**src/rtl/sdc_pkg.sv**
```systemverilog
// Shared types and constants for the SD-card block-write scheduler.
package sdc_pkg;

   typedef enum logic [2:0] {
      IDLE,
      PREP,
      START,
      XFER,
      BUSY_RISE,
      BUSY_CLR,
      GAP
   } sched_state_e;

   // The sender samples the word on sm_rd_addr this many cycles after its start strobe.
   localparam int SND_DAT_SAMPLE_LAT = 2;
   localparam int WORDS_PER_BLK_DEF  = 64;

endpackage

```
**src/rtl/sdc_blk_wr_sched_if.sv**
```systemverilog
// Host request, system-memory read and sender handshake signals of the block-write scheduler.
interface sdc_blk_wr_sched_if #(
   parameter int ADDR_W = 12
);
   logic              wr_req;
   logic [15:0]       blk_cnt;
   logic [ADDR_W-1:0] base_addr;
   logic              abort;
   logic [ADDR_W-1:0] sm_rd_addr;
   logic              sm_rd_en;
   logic              strt_snd_data_strb;
   logic              new_dat_strb;
   logic              dat_tf_done;
   logic              wr_busy;
   logic              sched_busy;
   logic              done_strb;
   logic [15:0]       blks_done;
   logic              err_no_busy;
   logic              err_timeout;
   logic              aborted;

   modport master (
      output wr_req, blk_cnt, base_addr, abort, new_dat_strb, dat_tf_done, wr_busy,
      input  sm_rd_addr, sm_rd_en, strt_snd_data_strb, sched_busy, done_strb,
             blks_done, err_no_busy, err_timeout, aborted
   );

   modport slave (
      input  wr_req, blk_cnt, base_addr, abort, new_dat_strb, dat_tf_done, wr_busy,
      output sm_rd_addr, sm_rd_en, strt_snd_data_strb, sched_busy, done_strb,
             blks_done, err_no_busy, err_timeout, aborted
   );
endinterface

```
**src/rtl/sdc_wr_busy_mon.sv**
```systemverilog
// Card write-busy monitor: busy-rise window and (with SDC_WR_BUSY_TIMEOUT_EN) busy-clear timeout.
module sdc_wr_busy_mon #(
   parameter int BUSY_RISE_WIN = 4
`ifdef SDC_WR_BUSY_TIMEOUT_EN
   , parameter logic [23:0] BUSY_TO = 24'hFFFFFF
`endif
) (
   input  logic sd_clk,
   input  logic reset,
   input  logic rise_en,
   input  logic clr_en,
   input  logic wr_busy,
   output logic busy_rose,
   output logic no_busy,
   output logic busy_cleared,
   output logic timeout
);
   logic [7:0] rise_cnt;

   always_ff @(posedge sd_clk) begin
      if (reset || !rise_en) begin
         rise_cnt <= 8'd0;
      end else if (rise_cnt != 8'(BUSY_RISE_WIN - 1)) begin
         rise_cnt <= rise_cnt + 8'd1;
      end
   end

   assign busy_rose    = rise_en && wr_busy;
   assign no_busy      = rise_en && !wr_busy && (rise_cnt == 8'(BUSY_RISE_WIN - 1));
   assign busy_cleared = clr_en && !wr_busy;

`ifdef SDC_WR_BUSY_TIMEOUT_EN
   logic [23:0] to_cnt;

   always_ff @(posedge sd_clk) begin
      if (reset || !clr_en) begin
         to_cnt <= 24'd0;
      end else if (to_cnt != BUSY_TO - 24'd1) begin
         to_cnt <= to_cnt + 24'd1;
      end
   end

   // A clear in the final cycle still wins over the timeout.
   assign timeout = clr_en && wr_busy && (to_cnt == BUSY_TO - 24'd1);
`else
   assign timeout = 1'b0;
`endif
endmodule

```
**src/rtl/sdc_blk_wr_sched.sv**
```systemverilog
// Multi-block write scheduler: strobes the 1-bit data sender per block, feeds it RAM addresses,
// and paces blocks on card write-busy. Optional busy-clear timeout: SDC_WR_BUSY_TIMEOUT_EN.
module sdc_blk_wr_sched
   import sdc_pkg::*;
#(
   parameter int ADDR_W        = 12,
   parameter int WORDS_PER_BLK = WORDS_PER_BLK_DEF,
   parameter int GAP_CLKS      = 8,
   parameter int BUSY_RISE_WIN = 4
`ifdef SDC_WR_BUSY_TIMEOUT_EN
   , parameter logic [23:0] BUSY_TO = 24'hFFFFFF
`endif
) (
   input logic               sd_clk,
   input logic               reset,
   sdc_blk_wr_sched_if.slave bus
);
   localparam logic [ADDR_W-1:0] ADDR_ONE     = ADDR_W'(1);
   localparam logic [ADDR_W-1:0] BLK_STEP     = ADDR_W'(WORDS_PER_BLK);
   localparam logic [ADDR_W-1:0] BLK_LAST_OFS = ADDR_W'(WORDS_PER_BLK - 1);

   sched_state_e      state;
   logic [15:0]       blk_cnt_q;
   logic [ADDR_W-1:0] blk_base;
   logic [ADDR_W-1:0] blk_last;
   logic [1:0]        hold_cnt;
   logic [7:0]        gap_cnt;
   logic              busy_rose, no_busy, busy_cleared, timeout;

   assign blk_last = blk_base + BLK_LAST_OFS;

   sdc_wr_busy_mon #(
      .BUSY_RISE_WIN (BUSY_RISE_WIN)
`ifdef SDC_WR_BUSY_TIMEOUT_EN
      , .BUSY_TO     (BUSY_TO)
`endif
   ) u_busy_mon (
      .sd_clk       (sd_clk),
      .reset        (reset),
      .rise_en      (state == BUSY_RISE),
      .clr_en       (state == BUSY_CLR),
      .wr_busy      (bus.wr_busy),
      .busy_rose    (busy_rose),
      .no_busy      (no_busy),
      .busy_cleared (busy_cleared),
      .timeout      (timeout)
   );

   // NOTE: every state/output register here uses <= so all updates in a cycle see the
   // pre-edge values; a blocking = would make later statements read the new value.
   always_ff @(posedge sd_clk) begin
      if (reset) begin
         state                  <= IDLE;
         blk_cnt_q              <= 16'd0;
         blk_base               <= '0;
         hold_cnt               <= 2'd0;
         gap_cnt                <= 8'd0;
         bus.sm_rd_addr         <= '0;
         bus.sm_rd_en           <= 1'b0;
         bus.strt_snd_data_strb <= 1'b0;
         bus.sched_busy         <= 1'b0;
         bus.done_strb          <= 1'b0;
         bus.blks_done          <= 16'd0;
         bus.err_no_busy        <= 1'b0;
         bus.err_timeout        <= 1'b0;
         bus.aborted            <= 1'b0;
      end else begin
         bus.strt_snd_data_strb <= 1'b0;
         bus.done_strb          <= 1'b0;
         unique case (state)
            IDLE: if (bus.wr_req) begin
               blk_cnt_q       <= bus.blk_cnt;
               blk_base        <= bus.base_addr;
               bus.blks_done   <= 16'd0;
               bus.err_no_busy <= 1'b0;
               bus.err_timeout <= 1'b0;
               bus.aborted     <= 1'b0;
               if (bus.blk_cnt == 16'd0) begin
                  bus.done_strb <= 1'b1;
               end else begin
                  state          <= PREP;
                  bus.sched_busy <= 1'b1;
                  bus.sm_rd_addr <= bus.base_addr;
                  bus.sm_rd_en   <= 1'b1;
               end
            end
            PREP: begin
               state                  <= START;
               bus.strt_snd_data_strb <= 1'b1;
               hold_cnt               <= 2'd0;
            end
            // Word 0 stays put through the sender's sampling point before word 1 appears.
            START: if (hold_cnt == 2'(SND_DAT_SAMPLE_LAT + 1)) begin
               bus.sm_rd_addr <= bus.sm_rd_addr + ADDR_ONE;
               state          <= XFER;
            end else begin
               hold_cnt <= hold_cnt + 2'd1;
            end
            XFER: if (bus.dat_tf_done) begin
               bus.sm_rd_en <= 1'b0;
               state        <= BUSY_RISE;
            end else if (bus.new_dat_strb && bus.sm_rd_addr != blk_last) begin
               bus.sm_rd_addr <= bus.sm_rd_addr + ADDR_ONE;
            end
            BUSY_RISE: if (busy_rose) begin
               state <= BUSY_CLR;
            end else if (no_busy) begin
               bus.err_no_busy <= 1'b1;
               bus.blks_done   <= bus.blks_done + 16'd1;
               blk_base        <= blk_base + BLK_STEP;
               gap_cnt         <= 8'd0;
               state           <= GAP;
            end
            BUSY_CLR: if (busy_cleared) begin
               bus.blks_done <= bus.blks_done + 16'd1;
               blk_base      <= blk_base + BLK_STEP;
               gap_cnt       <= 8'd0;
               state         <= GAP;
            end else if (timeout) begin
               bus.err_timeout <= 1'b1;
               bus.sched_busy  <= 1'b0;
               bus.done_strb   <= 1'b1;
               state           <= IDLE;
            end
            // abort is only honoured here, so a block already handed to the sender always completes.
            GAP: if (gap_cnt == 8'(GAP_CLKS - 1)) begin
               if (bus.blks_done == blk_cnt_q || bus.abort) begin
                  bus.aborted    <= bus.aborted | (bus.blks_done != blk_cnt_q);
                  bus.sched_busy <= 1'b0;
                  bus.done_strb  <= 1'b1;
                  state          <= IDLE;
               end else begin
                  bus.sm_rd_addr <= blk_base;
                  bus.sm_rd_en   <= 1'b1;
                  state          <= PREP;
               end
            end else begin
               gap_cnt <= gap_cnt + 8'd1;
            end
            default: state <= IDLE;
         endcase
      end
   end
endmodule

```
**src/flat_wrapper.sv**
```systemverilog
// flat-port wrapper written by rule: the top's interface ports become plain ports
module sdc_blk_wr_sched_flat import sdc_pkg::*;
#(
   parameter int ADDR_W        = 12,
   parameter int WORDS_PER_BLK = WORDS_PER_BLK_DEF,
   parameter int GAP_CLKS      = 8,
   parameter int BUSY_RISE_WIN = 4

)
  (sd_clk, reset, bus_wr_req, bus_blk_cnt, bus_base_addr, bus_abort, bus_new_dat_strb, bus_dat_tf_done, bus_wr_busy, bus_sm_rd_addr, bus_sm_rd_en, bus_strt_snd_data_strb, bus_sched_busy, bus_done_strb, bus_blks_done, bus_err_no_busy, bus_err_timeout, bus_aborted);
  sdc_blk_wr_sched_if #(.ADDR_W(ADDR_W)) bus_i ();
  input logic sd_clk;
  input logic reset;
  input wire logic [$bits(bus_i.wr_req)-1:0] bus_wr_req;
  input wire logic [$bits(bus_i.blk_cnt)-1:0] bus_blk_cnt;
  input wire logic [$bits(bus_i.base_addr)-1:0] bus_base_addr;
  input wire logic [$bits(bus_i.abort)-1:0] bus_abort;
  input wire logic [$bits(bus_i.new_dat_strb)-1:0] bus_new_dat_strb;
  input wire logic [$bits(bus_i.dat_tf_done)-1:0] bus_dat_tf_done;
  input wire logic [$bits(bus_i.wr_busy)-1:0] bus_wr_busy;
  output wire logic [$bits(bus_i.sm_rd_addr)-1:0] bus_sm_rd_addr;
  output wire logic [$bits(bus_i.sm_rd_en)-1:0] bus_sm_rd_en;
  output wire logic [$bits(bus_i.strt_snd_data_strb)-1:0] bus_strt_snd_data_strb;
  output wire logic [$bits(bus_i.sched_busy)-1:0] bus_sched_busy;
  output wire logic [$bits(bus_i.done_strb)-1:0] bus_done_strb;
  output wire logic [$bits(bus_i.blks_done)-1:0] bus_blks_done;
  output wire logic [$bits(bus_i.err_no_busy)-1:0] bus_err_no_busy;
  output wire logic [$bits(bus_i.err_timeout)-1:0] bus_err_timeout;
  output wire logic [$bits(bus_i.aborted)-1:0] bus_aborted;
  assign bus_i.wr_req = bus_wr_req;
  assign bus_i.blk_cnt = bus_blk_cnt;
  assign bus_i.base_addr = bus_base_addr;
  assign bus_i.abort = bus_abort;
  assign bus_i.new_dat_strb = bus_new_dat_strb;
  assign bus_i.dat_tf_done = bus_dat_tf_done;
  assign bus_i.wr_busy = bus_wr_busy;
  assign bus_sm_rd_addr = bus_i.sm_rd_addr;
  assign bus_sm_rd_en = bus_i.sm_rd_en;
  assign bus_strt_snd_data_strb = bus_i.strt_snd_data_strb;
  assign bus_sched_busy = bus_i.sched_busy;
  assign bus_done_strb = bus_i.done_strb;
  assign bus_blks_done = bus_i.blks_done;
  assign bus_err_no_busy = bus_i.err_no_busy;
  assign bus_err_timeout = bus_i.err_timeout;
  assign bus_aborted = bus_i.aborted;
  sdc_blk_wr_sched #(.ADDR_W(ADDR_W), .WORDS_PER_BLK(WORDS_PER_BLK), .GAP_CLKS(GAP_CLKS), .BUSY_RISE_WIN(BUSY_RISE_WIN)) u_core (.sd_clk(sd_clk), .reset(reset), .bus(bus_i));
endmodule
```
**config.mk**
```make
export PLATFORM = sky130hd
export DESIGN_NAME = sdc_blk_wr_sched_flat
export DESIGN_NICKNAME = d
export VERILOG_FILES = /design/src/rtl/sdc_pkg.sv /design/src/rtl/sdc_blk_wr_sched_if.sv /design/src/rtl/sdc_wr_busy_mon.sv /design/src/rtl/sdc_blk_wr_sched.sv /design/src/flat_wrapper.sv
export SDC_FILE = /design/constraint.sdc
export NUM_CORES = 1
export LEC_CHECK = 0
export BUFFER_PORTS_ARGS = -buffer_cell sky130_fd_sc_hd__buf_2
export CORE_ASPECT_RATIO = 1.5
export CORE_UTILIZATION = 55
export CTS_CLUSTER_DIAMETER = 100
export DETAILED_ROUTE_END_ITERATION = 8
export HOLD_SLACK_MARGIN = 0.06
export PLACE_DENSITY = 0.78
export SETUP_SLACK_MARGIN = 0.4
export SYNTH_ARGS = -nofsm -noshare
export SYNTH_HDL_FRONTEND = slang
export SYNTH_SLANG_ARGS = --single-unit
```
**constraint.sdc**
```tcl
create_clock -name sd_clk -period 2.7 [get_ports sd_clk]
set_input_delay 0.405 -clock sd_clk [delete_from_list [all_inputs] [get_ports sd_clk]]
set_output_delay 0.405 -clock sd_clk [all_outputs]
set_load 0.03 [all_outputs]
```
# After elaboration in Yosys (flattened, before gate mapping)
# Index checks and enable logic that the tools add are counted.
# totals
register_bits,83
# classes
muxes,57
eq_ne,28
n_bitwise,1
reduce_logical,28
add_sub_neg,7
# ops
operator,count
12-bit 2-to-1 mux,11
16-bit 2-to-1 mux,4
12-bit case mux with 4 select lines,1
16-bit case mux with 3 select lines,1
12-bit case mux with 3 select lines,1
8-bit 2-to-1 mux,4
3-bit 2-to-1 mux,8
8-bit case mux with 3 select lines,1
3-bit case mux with 7 select lines,1
1-bit 2-to-1 mux,18
"16-bit by 1-bit adder with 16-bit output, second input constant",1
"8-bit by 1-bit adder with 8-bit output, second input constant",2
16-bit equality test,1
16-bit zero test,1
16-bit != test,1
"2-bit != test, second input constant",8
5-bit AND reduction,3
"12-bit by 1-bit adder with 12-bit output, second input constant",1
"12-bit by 6-bit adder with 12-bit output, second input constant",1
"12-bit by 7-bit adder with 12-bit output, second input constant",1
12-bit != test,1
"2-bit by 1-bit != test with 1-bit output, second input constant",6
"3-bit equality test, second input constant",3
3-bit nonzero test,3
24 further kinds,38

# Depth between registers and ports, before layout
# logic_depth
depth_word,6
depth_mapped,10

# By module
# From an unflattened synthesis, not the netlist that was laid out.
# unflattened
cells_unflattened,619
area_unflattened_um2,4961.0
# modules_own_cells
mod,n_inst,cells_each,area_per_inst_um2
sdc_blk_wr_sched,1,569,4534.3
sdc_wr_busy_mon,1,50,426.7

# Least setup slack after synthesis
# OpenSTA, ideal clock, no wires.
# synth_timing
path_kind,reg2reg
start,register u_core.gap_cnt[0]
end,register u_core.bus.sm_rd_addr[0]
setup_ns,0.117
t_arrival_ns,2.331
path_buffers,1
period_less_slack_ns,2.449
setup_slack_ns,0.251
stages_incl_launch_ff,10
t_required_ns,2.583
cell_sequence,dfxtp_1 > ha_1 > or4b_4 > nor4b_4 > o32ai_1 > a211o_1 > a21oi_4 > buf_6 > nand2_1 > a32o_1
# synth_between
elab_chain_cells,3
# synth_lines
element,line,text
from (decl),sdc_blk_wr_sched.sv:27,logic [7:0] gap_cnt;
from (signal assigned),sdc_blk_wr_sched.sv:138,gap_cnt <= gap_cnt + 8'd1;
8-bit by 3-bit equality test with 1-bit output,sdc_blk_wr_sched.sv:126,GAP: if (gap_cnt == 8'(GAP_CLKS - 1)) begin
2-bit by 1-bit != test with 1-bit output (no source line),--,
8-bit AND reduction (no source line),--,
to (signal assigned),sdc_blk_wr_sched.sv:94,bus.sm_rd_addr <= bus.sm_rd_addr + ADDR_ONE;
to (signal assigned),sdc_blk_wr_sched.sv:103,bus.sm_rd_addr <= bus.sm_rd_addr + ADDR_ONE;
to (signal assigned),sdc_blk_wr_sched.sv:133,bus.sm_rd_addr <= blk_base;
to (decl),sdc_blk_wr_sched_if.sv:30,"output sm_rd_addr, sm_rd_en, strt_snd_data_strb, sched_busy, done_strb,"
# Every way passes these cells.
# A chain may end at the register's enable or synchronous reset.

# Final worst setup path
# layout_timing
start,register u_core.gap_cnt[0]
end,register u_core.bus.sm_rd_addr[8]
# The elaborated chain is that of the path after synthesis.

==> results by group <==
CTS
  • Max clock buf depth: 2
  • Number of levels the H-tree was split into: 3
  • Number of buffers created by CTS: 9
  • Clk Latency, worst-skew pair: between 0.3 and 0.4 ns
  • Number of buffers inserted by hold repair at cts: 0
  • Clock slew at the register clock pins of the worst setup and hold paths: 0.06 ns
  • Buffer type at the clock tree root: clkbuf_16
  • CTS tree: built
  • Sink count of the clock tree: 83

Drt
  • Number of antenna-violating nets in the routed design: 0
  • Via density per instance: 6.04
  • Number of DRC markers in iteration 0: ~400
  • Number of DRC violations after detailed routing: 0
  • Post-DR wirelength/cell: about 17 µm
  • Routed WL: 12,800 µm
  • Via count: 4,616
  • First-pass detailed-route iteration total: 5

Worst hold path
  • Hold Path Class: in2reg
  • Worst-case hold path end point: u_core.blk_cnt_q[15]
  • WHS Path Cells: 3
  • Worst Min Path Start: bus_blk_cnt[15]

Synth
  • Number of instances in the synthesized netlist: 564
  • Net count after synthesis: 606
  • Library cell with the largest summed area after synthesis: dfxtp_1
  • Top_reg_cell synth: dfxtp_1
  • Flop and latch count out of synthesis: 83
  • Syn Std Cell Area: ~4500 µm²
  • Number of warnings issued by yosys: 0
  • Leading cell types by total area after synthesis: dfxtp_1 (37%), xor2_1 (7.6%), nand2_1 (6.7%)
  • Proportion of synthesized flip-flops having asynchronous set or reset: 0%
  • Synth cell count leaders: dfxtp_1 (83), nand2_1 (80), nor2_1 (62)
  • Cell with the most instances after synthesis: dfxtp_1
  • Proportion of netlist area held by the largest area contributor: 36.9%
  • Number of enable-type register cells in the synthesized netlist: 0
  • Library cells used by synthesis: 60
  • Mean instance size in the synthesized netlist: 7.99 µm²
  • Proportion of synthesized chip area in sequential cells: 36.9%

Timing
  • Clock Skews: 0.00860 ns
  • Worst relative slew slack: 47.1%
  • Setup repair after global routing missed its margin: yes
  • Timing-limited maximum frequency: ~400 MHz
  • Post-route fraction of the period consumed by the critical path: 90.3%
  • Final hold viol count: 0
  • Final-report setup violation count: 0
  • Actual slew at the worst max-slew pin: 0.791 ns
  • Final Max Slew Viols: 0
  • Final critical path time including I/O delays and setup: ~2.4 ns
  • Aggregate negative setup slack: 0 ns

Critical path
  • Element type at the critical path end: flop
  • Endpoint required time on the critical path: just under 3 ns
  • Worst-case register-to-register setup slack: roughly 0.26 ns
  • Crit path kind: reg2reg
  • Worst EP arrival: 2.65 ns
  • Kind of start point of the critical path: flop
  • Maximum fanout count along the critical path: 7
  • Capturing point of the worst reg2reg path: u_core.bus.sm_rd_addr[8]
  • Number of cells traversed by the worst register-to-register path: 9
  • R2R Path Start: u_core.gap_cnt[0]

Placed design
  • Port Buffer Count: 68
  • HPWL reported at the end of detailed placement: 8550 µm
  • Post-placement cell area: 5010 µm²
  • Routability-driven placement congestion ratio: 0.868

Run status
  • Status: completed

Cells and area
  • Diode count: 0
  • Number of nets in the final layout: 697
  • Area grow syn2layout: 26.0%
  • Fraction of final layout cells sized beyond drive strength 1: 25.0%
  • Final design instance area without fill: 5680 µm²

Flow run
  • Number of max-capacitance violations reported: 0

Global route
  • Congestion Overflow GR: 0
  • Wire length of the first global-routing pass: 20,100 µm
  • Overall track demand over capacity in global routing: between 20% and 30%
  • Largest net degree at the start of global routing: 37
  • Number of global-route vias before repair: 4,349
  • Antenna violations before repair: 0

Floorplan
  • Floorplan die height: 113 µm
  • Initial cell density of the core: 56.7%
  • Die Outline Area: 8570 µm²
  • Number of rows created at floorplan: 40
  • Core Area: 7960 µm²
  • I/O pins: 70
  • Die outline width: 75.9 µm

Power
  • Max rail drop VDD: approximately 0.57 mV
  • Reported leakage power: around 2.3 nW
  • Pwr/cell area: roughly 730 nW/µm²
==> critical path: stages (launching register included) <==
cell     delay [ns]
dfxtp_2        0.35
ha_4           0.13
or4b_4         0.46
nor4b_4        0.28
o32ai_2        0.14
a211o_1        0.28
a21oi_4        0.20
buf_12         0.16
mux2i_2        0.22
o21ai_1        0.09
==> power by group <==
group | internal, mW | total, mW | leakage [nW] | switching, mW
logic | 0.619 | 1.46 | 1.51 | 0.839
clock network | 0.690 | 1.17 | 0.141 | 0.477
registers | 1.36 | 1.54 | 0.681 | 0.184
total | 2.67 | 4.17 | 2.34 | 1.50
==> metal layers <==
| layer | track usage (%) | vias up | part of all wire, % | wire, µm |
|---|---|---|---|---|
| met4 | 19.7 | 0 | 4.5 | 571 |
| li1 | - | 2191 | - | - |
| met1 | 31.7 | 2201 | 38 | 4870 |
| met3 | 6.21 | 44 | 5.7 | 731 |
| met2 | 52.6 | 180 | 52 | 6610 |
| met5 | 0 | - | 0 | 0 |
==> metrics by stage <==
stage,power (mW),util (%),std cells,worst slack (ns),hold slack [ns]
detailed placement,2.75,63.0,725,0.0721,0.455
finish,4.17,71.4,764,0.262,0.313
global placement,2.72,63.0,725,0.118,0.456
CTS,4.10,70.0,756,0.299,0.304
floorplan,2.43,-,564,0.285,0.448
global route,4.34,71.4,764,0.203,0.313
==> what timing repair did <==
action / CTS / global route
gates cloned: 1 / 2
gates resized for setup: 25 / 21
setup endpoints to repair: 26 / 39
setup buffers: 15 / 6
pin swaps: 13 / 11
==> layout by cell type (no fill, tap or decap), drive strengths merged, types with 5 or more instances in the layout <==
cell type,n
a21oi,50
xor2,39
or3,8
a211oi,9
and3,8
clkbuf,13
dfxtp,83
nand2b,5
nor4,10
a221oi,6
ha,7
buf,110
mux2i,6
nor2,62
xnor2,21
o31ai,5
o21ai,22
inv,13
a22oi,7
nand3,17
nand4,18
nand2,80
nor3,9
==> area by class of cell <==
| cell class | count | area (µm²) |
|---|---|---|
| Multi-Input combinational cell | 438 | 2810 |
| Sequential cell | 83 | 1670 |
| Clock buffer | 13 | 270 |
| Tap cell | 105 | 131 |
| Inverter | 13 | 48.8 |
| Clock inverter | 2 | 10.0 |
| Fill cell | 619 | 2280 |
| Timing Repair Buffer | 110 | 736 |
==> worst max-delay path by stage <==
| stage | slack [ns] | to | startpoint | depth (start not counted) |
|---|---|---|---|---|
| floorplan | 0.28 | u_core.bus.sm_rd_addr[0] | u_core.gap_cnt[0] | 9 |
| global placement | 0.12 | u_core.bus.sm_rd_addr[4] | u_core.gap_cnt[0] | 9 |
| detailed placement | 0.07 | u_core.bus.sm_rd_addr[4] | u_core.gap_cnt[0] | 9 |
| CTS | 0.30 | u_core.bus.sm_rd_addr[3] | u_core.gap_cnt[0] | 10 |
| global route | 0.20 | u_core.bus.sm_rd_addr[3] | u_core.gap_cnt[0] | 10 |
| finish | 0.26 | u_core.bus.sm_rd_addr[8] | u_core.gap_cnt[0] | 9 |
==> registers in the layout, summed over array words and instances (netlist names), 2 cells and up <==
name / cells
u_core.blk_cnt_q: 16
u_core.blk_base: 12
u_core.bus.blks_done: 16
u_core.bus.sm_rd_addr: 12
u_core.gap_cnt: 8
u_core.u_busy_mon.rise_cnt: 8
u_core.hold_cnt: 2
u_core.state: 3
==> logic make-up (layout without fill, tap and decap cells) <==
kind of cell,Yosys count,in the layout,synth area share (%)
mux,6,6,1.33
flops,83,83,36.9
other cells,1,1,0.0832
compound gates,128,129,19.0
xor+xnor,60,60,11.7
fa+ha+maj,7,7,1.94
simple gates,235,235,25.2
buf+inv,44,138,4.00
(Power assumes the default switching activity.)
